File: config.mk
export PLATFORM = sky130hd
export DESIGN_NAME = mem_port_arbiter
export DESIGN_NICKNAME = d
export VERILOG_FILES = /design/src/rtl/mem_port_arbiter.sv
export SDC_FILE = /design/constraint.sdc
export NUM_CORES = 1
export LEC_CHECK = 0
export ABC_AREA = 1
export CORE_ASPECT_RATIO = 1.5
export CORE_MARGIN = 2
export CORE_UTILIZATION = 20
export CTS_BUF_LIST = sky130_fd_sc_hd__clkbuf_8
export DETAILED_ROUTE_END_ITERATION = 6
export PLACE_DENSITY = 0.78
export SLEW_MARGIN = 15
export SYNTH_ARGS = -nofsm -noshare
export SYNTH_HDL_FRONTEND = slang
export SYNTH_SLANG_ARGS = --single-unit
File: constraint.sdc
create_clock -name clock -period 1 [get_ports clock]
set_input_delay 0.2 -clock clock [delete_from_list [all_inputs] [get_ports clock]]
set_output_delay 0.2 -clock clock [all_outputs]
set_load 0.03 [all_outputs]
File: src/rtl/mem_port_arbiter.sv
// Shares the data-memory port between the CPU bus and a DMA/debug master.
// Optional burst fairness (bcnt + GAP state) is enabled by MEM_ARB_FAIRNESS_EN.
module mem_port_arbiter #(
   parameter int ADDR_W    = 15,
   parameter int DATA_W    = 16,
   parameter int MAX_BURST = 4
) (
   input  logic              clock,
   input  logic              reset,
   input  logic [ADDR_W-1:0] cpu_addr,
   input  logic              cpu_en,
   input  logic [1:0]        cpu_write,
   input  logic [DATA_W-1:0] cpu_wdata,
   output logic [DATA_W-1:0] cpu_rdata,
   output logic              cpu_hold,
   input  logic              dma_req,
   input  logic [ADDR_W-1:0] dma_addr,
   input  logic              dma_we,
   input  logic [DATA_W-1:0] dma_wdata,
   output logic              dma_ack,
   output logic [DATA_W-1:0] dma_rdata,
   output logic              dma_rvalid,
   output logic [ADDR_W-1:0] mem_addr,
   output logic [DATA_W-1:0] mem_out,
   output logic              mem_en,
   output logic [1:0]        mem_write,
   input  logic [DATA_W-1:0] mem_in
);

   if (MAX_BURST < 1 || MAX_BURST > 15) begin : g_bad_burst
      $error("mem_port_arbiter: MAX_BURST must be in 1..15");
   end

   // Bit 1 of the encoding is exactly the hold condition, so cpu_hold
   // comes straight off a flop with no decode glitches.
`ifdef MEM_ARB_FAIRNESS_EN
   typedef enum logic [1:0] {
      CPU_OWN = 2'b00,
      GAP     = 2'b01,
      DRAIN   = 2'b10,
      DMA_OWN = 2'b11
   } state_e;
`else
   typedef enum logic [1:0] {
      CPU_OWN = 2'b00,
      DRAIN   = 2'b10,
      DMA_OWN = 2'b11
   } state_e;
`endif

   typedef struct packed {
      logic [ADDR_W-1:0] addr;
      logic [DATA_W-1:0] wdata;
      logic              en;
      logic [1:0]        write;
   } mem_req_t;

   state_e   state_q, state_d;
   logic     rvalid_q, rvalid_d;
   logic     dma_sel;
   mem_req_t cpu_req, dma_req_s, mem_req;

`ifdef MEM_ARB_FAIRNESS_EN
   localparam logic [3:0] BCNT_LAST = 4'(MAX_BURST - 1);
   logic [3:0] bcnt_q, bcnt_d;
`endif

   always_ff @(posedge clock or posedge reset) begin
      if (reset) begin
         state_q  <= CPU_OWN;
         rvalid_q <= 1'b0;
`ifdef MEM_ARB_FAIRNESS_EN
         bcnt_q   <= 4'd0;
`endif
      end else begin
         state_q  <= state_d;
         rvalid_q <= rvalid_d;
`ifdef MEM_ARB_FAIRNESS_EN
         bcnt_q   <= bcnt_d;
`endif
      end
   end

   always_comb begin
      state_d = state_q;
      dma_ack = 1'b0;
`ifdef MEM_ARB_FAIRNESS_EN
      bcnt_d  = bcnt_q;
`endif
      case (state_q)
         CPU_OWN: begin
            if (dma_req) state_d = DRAIN;
         end
         DRAIN: begin
            // CPU's in-flight access still owns the port this cycle.
`ifdef MEM_ARB_FAIRNESS_EN
            bcnt_d  = 4'd0;
`endif
            state_d = DMA_OWN;
         end
         DMA_OWN: begin
            dma_ack = dma_req;
            if (!dma_req) begin
               state_d = CPU_OWN;
            end else begin
`ifdef MEM_ARB_FAIRNESS_EN
               bcnt_d = bcnt_q + 4'd1;
               if (bcnt_q == BCNT_LAST) state_d = GAP;
`endif
            end
         end
`ifdef MEM_ARB_FAIRNESS_EN
         GAP: begin
            state_d = CPU_OWN;
         end
`endif
         default: state_d = CPU_OWN;
      endcase
   end

   assign cpu_hold = state_q[1];
   assign dma_sel  = (state_q == DMA_OWN);

   always_comb begin
      cpu_req.addr  = cpu_addr;
      cpu_req.wdata = cpu_wdata;
      cpu_req.en    = cpu_en;
      cpu_req.write = cpu_write;

      dma_req_s.addr  = dma_addr;
      dma_req_s.wdata = dma_wdata;
      dma_req_s.en    = dma_req;
      dma_req_s.write = {2{dma_req & dma_we}};

      mem_req = dma_sel ? dma_req_s : cpu_req;
   end

   assign mem_addr  = mem_req.addr;
   assign mem_out   = mem_req.wdata;
   assign mem_en    = mem_req.en;
   assign mem_write = mem_req.write;

   // Read return runs off the ack alone, so a read acked in the final
   // DMA_OWN cycle still completes after the port goes back to the CPU.
   assign rvalid_d   = dma_ack & ~dma_we;
   assign dma_rvalid = rvalid_q;
   assign dma_rdata  = rvalid_q ? mem_in : '0;
   assign cpu_rdata  = mem_in;

endmodule

-- Word-level counts from Yosys, hierarchy flattened
Index checks and enable logic that the tools add are counted.
- bitwise operators: 3
- reduce and logical (&&, ||, !) cells: 2
- equality and inequality tests: 4
- muxes and demuxes: 6
- operator list (operator ; number):
    2-to-1 mux 34 bit ; 1
    2-to-1 mux 16 bit ; 1
    one-hot mux 2 bit (3 select lines) ; 1
    equality test 2 bit, second input constant ; 2
    2-to-1 mux 2 bit ; 2
    != test 2 bit, second input constant ; 2
    AND 1 bit ; 2
    zero test 2 bit ; 1
    AND reduction 2 bit ; 1
    2-to-1 mux 1 bit ; 1
    inverter 1 bit ; 1
- word-level logic and storage cells: 17
- output and inout bits: 69
- bits of input ports: 85
- register bits: 3

-- Longest topological paths before layout
- word-level depth: 3
- depth in mapped cells: 5
- mapped depth without buffers: 3

-- Least setup slack after synthesis
OpenSTA, ideal clock, no wires.
- kind: register to output
- start: register state_q[1]
- end: output port mem_write[0]
- path buffers: 1
- arrival: 1471 ps
- required time: 800 ps
- stages on the path, launching flop included: 4
- setup slack: -671 ps
- cell sequence: dfrtp_1 > buf_6 > nand2_8 > o21ai_0
- word-level cells in the longest chain between the ends: 2
- ends and longest elaborated chain (item ; RTL line ; source):
    start: declaration ; 58 ; state_e state_q, state_d;
    start signal: assignment ; 76 ; state_q <= state_d;
    equality test 2 bit ; 122 ; assign dma_sel = (state_q == DMA_OWN);
    2-to-1 mux 34 bit ; 135 ; mem_req = dma_sel ? dma_req_s : cpu_req;
    end: declaration ; 26 ; output logic [1:0] mem_write,
Every way passes these cells.

-- Worst setup path in the final report
- start: register state_q[1]
- end: output port mem_out[6]
- word-level cells in the longest chain between the ends: 2
- ends and longest elaborated chain (item ; RTL line ; source):
    equality test 2 bit ; 122 ;
    2-to-1 mux 34 bit ; 135 ;
    end: declaration ; 24 ; output logic [DATA_W-1:0] mem_out,
Every way passes these cells.

==> results.ini <==
[critical_path]
worstReg2RegStart = state_q[0]
crit_path_cell_trace = nand2_8 > buf_4 > nand2_2 > nand2_4 > buf_4
cpMaxStageDelayCell = dfrtp_2
critical-path-max-stage-delay_ns = 0.47
rrSetupSlack_ns = -0.12
critPathLaunch = state_q[1]
required_ns = 0.80
reg2reg_depth = 4
cp-start-kind = flip-flop
worstReg2RegEnd = dma_rvalid
path_class = flip-flop to output pin
cp.arrival_ns = 1.28
path_max_fanout = 8
critPathMostFrequentCell = buf_4
end_kind = output pin

[outcome]
violations = setup timing
status = complete, but fails checks

[floorplan]
die_width_um = 59.7
die_area_sq_um = 5230
start_util = 0.207
core_sq_um = 4500
die_h_um = 87.6
io_pins = 154
num_rows = 30

[place]
port_buffers = 153
gp_congestion = 0.782
dp_hpwl_um = 3950
dp.cells = 363
place_area_sq_um = 2720

[power_and_ir_drop]
vdd_drop_max_mv = 1.65
power_density_nw_per_um2 = 2260
power_leakage_nw = 1.57

[synthesis]
ys_ff_latch = 3
syn_inst = 174
syn-num-nets = 259
synthAdderAreaFrac = 0
yosysUniqueCellTypes = 12
synth_compound_area_frac = 0.0107
yosys.area_share.simple = 0.576
synthMuxAreaShare = 0
ys_seq_area_frac = 0.0805
synthesis.area_sq_um = 932
synth_area_per_cell_sq_um = 5.36
synth_warnings = 0
synth_xor_area_frac = 0
synth_top_family_by_area = simple AND/OR/NAND/NOR gates

[cts]
htree_levels = 1
path_clk_slew_ns = 0.03
cts_num_sinks = 3
ctsLongestPathBuffers = 2
ctsHoldBuffers = 0
clock_latency_ns = 0.22
tritoncts = built
cts_root_buffer = clkbuf_8
cts_buffers = 3

[sta]
fin_crit_ns = 1.48
tightest_slew_ns = 0.276
worst_slack_ns = -0.483
fmax_mhz = 674
finalHoldViolations = 0
period_share = 1.48
rsz0062_at_grt = yes
drv_slew = 0
slew_headroom = 0.816
clock_skew_ns = 0.00351
setup_viol = 56

[layout]
final_common_cell = clkdlybuf4s50_1
final_cell_mix = clkdlybuf4s50_1, buf_6, nand2_4
fin_nets = 411
final_area_sq_um = 3230
num_antenna_cells = 0
drive_above_1_share = 0.609
area_growth_pct = 247
final_core_util = 0.718
final_cells = 373

[grt]
grt_max_degree = 14
grt_pass1_vias = 1706
grt_pass1_wl_um = 7630
grt_remaining_overflow = 0
grt_use_total = 0.188
antenna_found_initial = 0

[detailed_routing]
ant_nets = 0
routed_wl_um = 5090
via_per_inst = 4.56
drtIter0Drc = 31
vias = 1702
wl_per_cell_um = 13.6
drc = 0
dr.pass1.iters = 4

[flow_run]
max-cap-violations = 0

[worst_hold_path]
hp-class = input port to async pin

-- cell usage after synthesis (all sizes together) --
| cell | number | area [sq um] |
|---|---|---|
| nand2 | 87 | 368 |
| nand3 | 33 | 165 |
| buf | 28 | 234 |
| inv | 19 | 71.3 |
| dfrtp | 3 | 75.1 |
| o21ai | 2 | 10.0 |
| clkbuf | 1 | 5.00 |
| nor2 | 1 | 3.75 |
-- area by class of cell --
cell class	count	area (sq um)
Timing Repair Buffer	176	1830
Multi-Input combinational cell	123	1090
Inverter	19	119
Tap cell	48	60.1
Clock buffer	3	41.3
Fill cell	321	1270
Sequential cell	3	78.8
Clock inverter	1	3.75
-- worst max path at each step --
stage                   endpoint  slack [ns]  cells past startpoint
CTS                   mem_out[6]       -0.48                      5
finish                mem_out[6]       -0.48                      5
floorplan           mem_addr[11]       -0.24                      5
detailed placement  mem_write[1]       -0.43                      4
global placement    mem_write[1]       -0.40                      4
global route         mem_out[15]       -0.55                      5
-- timing repair --
item / in CTS / in global routing
setup endpoints to repair: 72 / 57
endpoints found under the hold margin: 0 / 0
gates cloned: 2 / 0
buffers inserted: 2 / 2
pin swaps: 1 / 3
gates resized for setup: 93 / 27
-- sequential cells by signal (all words and copies together), names as in the netlist --
name / flops
state_q: 2
dma_rvalid: 1
-- power by group --
part | switching [mW] | internal (mW)
combinational | 3.72 | 2.94
sequential | 0.124 | 0.179
clock | 0.0844 | 0.262
-- through the flow --
step / TNS [ns] / hold WS, ns / power, mW / setup slack (ns)
after global routing: -24.34 / 0.194 / 7.76 / -0.554
after floorplan: -8.85 / -0.0465 / 4.23 / -0.235
after CTS: -21.51 / 0.168 / 7.06 / -0.478
after detailed placement: -14.34 / 0.402 / 6.12 / -0.429
after global placement: -13.67 / 0.397 / 6.08 / -0.400
final: -21.24 / 0.157 / 7.32 / -0.483
-- worst max-delay path, delay by kind of cell (launching register included) --
family                 cells  cell delay, ns
and+or+nand+nor            3            0.27
buffers and inverters      2            0.32
DFF                        1            0.47
-- routing by layer --
metal	global-route usage	vias up	wire length (um)
met5	0	-	0
met4	0.0646	0	94
met3	0.0414	8	552
met2	0.370	112	2950
met1	0.182	765	1490
li1	-	817	-
-- cell families (layout without fill, tap and decap cells) --
group	Yosys count	count (layout)
flip-flops	3	3
AO/OA/AOI/OAI	2	2
AND/OR/NAND/NOR	121	121
buffers and inverters	48	199
Power figures use the tool's default switching activity.
==> variant: new RTL, config.mk and constraints unchanged <==
`DATA_W`: 16 -> 32.
--- a/src/rtl/mem_port_arbiter.sv
+++ b/src/rtl/mem_port_arbiter.sv
@@ -3,5 +3,5 @@
 module mem_port_arbiter #(
    parameter int ADDR_W    = 15,
-   parameter int DATA_W    = 16,
+   parameter int DATA_W    = 32,
    parameter int MAX_BURST = 4
 ) (
Interface: changed (6 resized); port bits go from 154 to 250. The function was not compared with the original's and may differ.
==> variant against the unedited design <==
- the flow still finishes with violations (setup timing)
- sequential cell count is the same
- worst setup slack worse by 74 ps
- area after synthesis rose by 54%
- first-iteration DRC count rose by 32%
- cell count is 56% higher
- routed wire length rose by 86%
- total power is 58% higher
- cell area is 65% higher
- register-to-register slack improved by 30 ps
- critical endpoint is now mem_out[29]
- largest cell class unchanged
- highest routed layer unchanged
==> variant: results (changes against the unedited design) <==
metric,value,unit,change
cts_resized,145,,+56%
ys_top_cells_by_count,"nand2_1, nand3_1, buf_4",,
fillers,424,,+32%
clock_area_frac,0.008449,,-0.005489
p_leak,2.493,nW,+59%
synth_cell_types,13,,+1
synth_area_per_cell,5.181,um2,-3.3%
globalplace.congestion,0.7988,,+2.2%
fin_skew,1.293,ps,-2.220 ps
port_buffers,249,,+63%
gr-usage-all-layers,0.2048,,+0.01721
multiInputGateArea,1856,um2,+69%
violations,setup timing,,
layout.nonclk_buf_frac,0.5604,,-0.007124
final.setup.tns,-37030,ps,-15790 ps
startpoint,state_q[0]$_DFFE_PP0P_,,
setup.worst_path.end,mem_out[29],,
status,finished with violations,,
grt_max_degree,29,,+15
nWellTaps,78,,+63%
buffers,274,,+56%
final.setup.worst_slack,-557.1,ps,-74.22 ps
drtIter0Drc,41,,+32%
place_area,4380,um2,+61%
cp.arrival,1360,ps,+80 ps
grt_pass1_vias,2571,,+51%
regArea,78.83,um2,unchanged
num_vias,2659,,+56%
rrSetupSlack,-90,ps,+30 ps
grt_pass1_wl,12.54,mm,+64%
viasPerCell,4.577,,+0.30%
timing.hold.ws,152.7,ps,-4.728 ps
area_delta_synth_final,271.5,%,
post_cts_buffers,4,,+2
intPower,5.230,mW,+55%
place_inst,569,,+57%
worstMarginPinSlew,305.5,ps,+29.89 ps
synthTopCellsByArea,"nand2_1, buf_4, nand3_1",,
preCtsSetupSlack,-369.4,ps,+59.20 ps
hpwl,6.725,mm,+70%
wire_per_inst,16.32,um,+20%
yosysSeqAreaShare,0.05231,,-0.02823
synth_nets,410,,+58%
ys_async_sr_fraction,1.000,,unchanged
finalSetupViolCount,88,,+57%
multi_input_gates,187,,+52%
nets,637,,+55%
[variant: cell count changes after synthesis]
cell,delta
buf_4,+13
buf_2,+10
nand2_2,-10
buf_8,+2
nand3_1,+5
nand3_2,+11
nand2_8,-1
clkbuf_2,-1
inv_1,+16
buf_6,-1
nand2_1,+58
nand2_4,+1
[variant: kinds of logic after synthesis]
| logic type | after synthesis | share of synthesized area |
|---|---|---|
| compound gates | 2 | 0.006975 |
| buf+inv | 87 | 0.3705 |
| flops | 3 | 0.05231 |
| simple gates | 185 | 0.5702 |
[variant: layer usage]
metal  vias up  share of wire  track usage
met5         -              0            0
met2       161           0.58       0.4003
met3        14          0.088      0.05150
met1      1223           0.31       0.1922
met4         0          0.024      0.08598
li1       1261              -            -
[variant: power groups by stage]
stage	combinational (mW)	sequential, mW	clock (mW)
6_report	10.9	0.332	0.351
5_1_grt	11.4	0.340	0.359
4_1_cts	9.70	0.321	0.350
3_5_place_dp	8.88	0.319	0
3_3_place_gp	8.79	0.314	0
2_1_floorplan	6.06	0.262	0
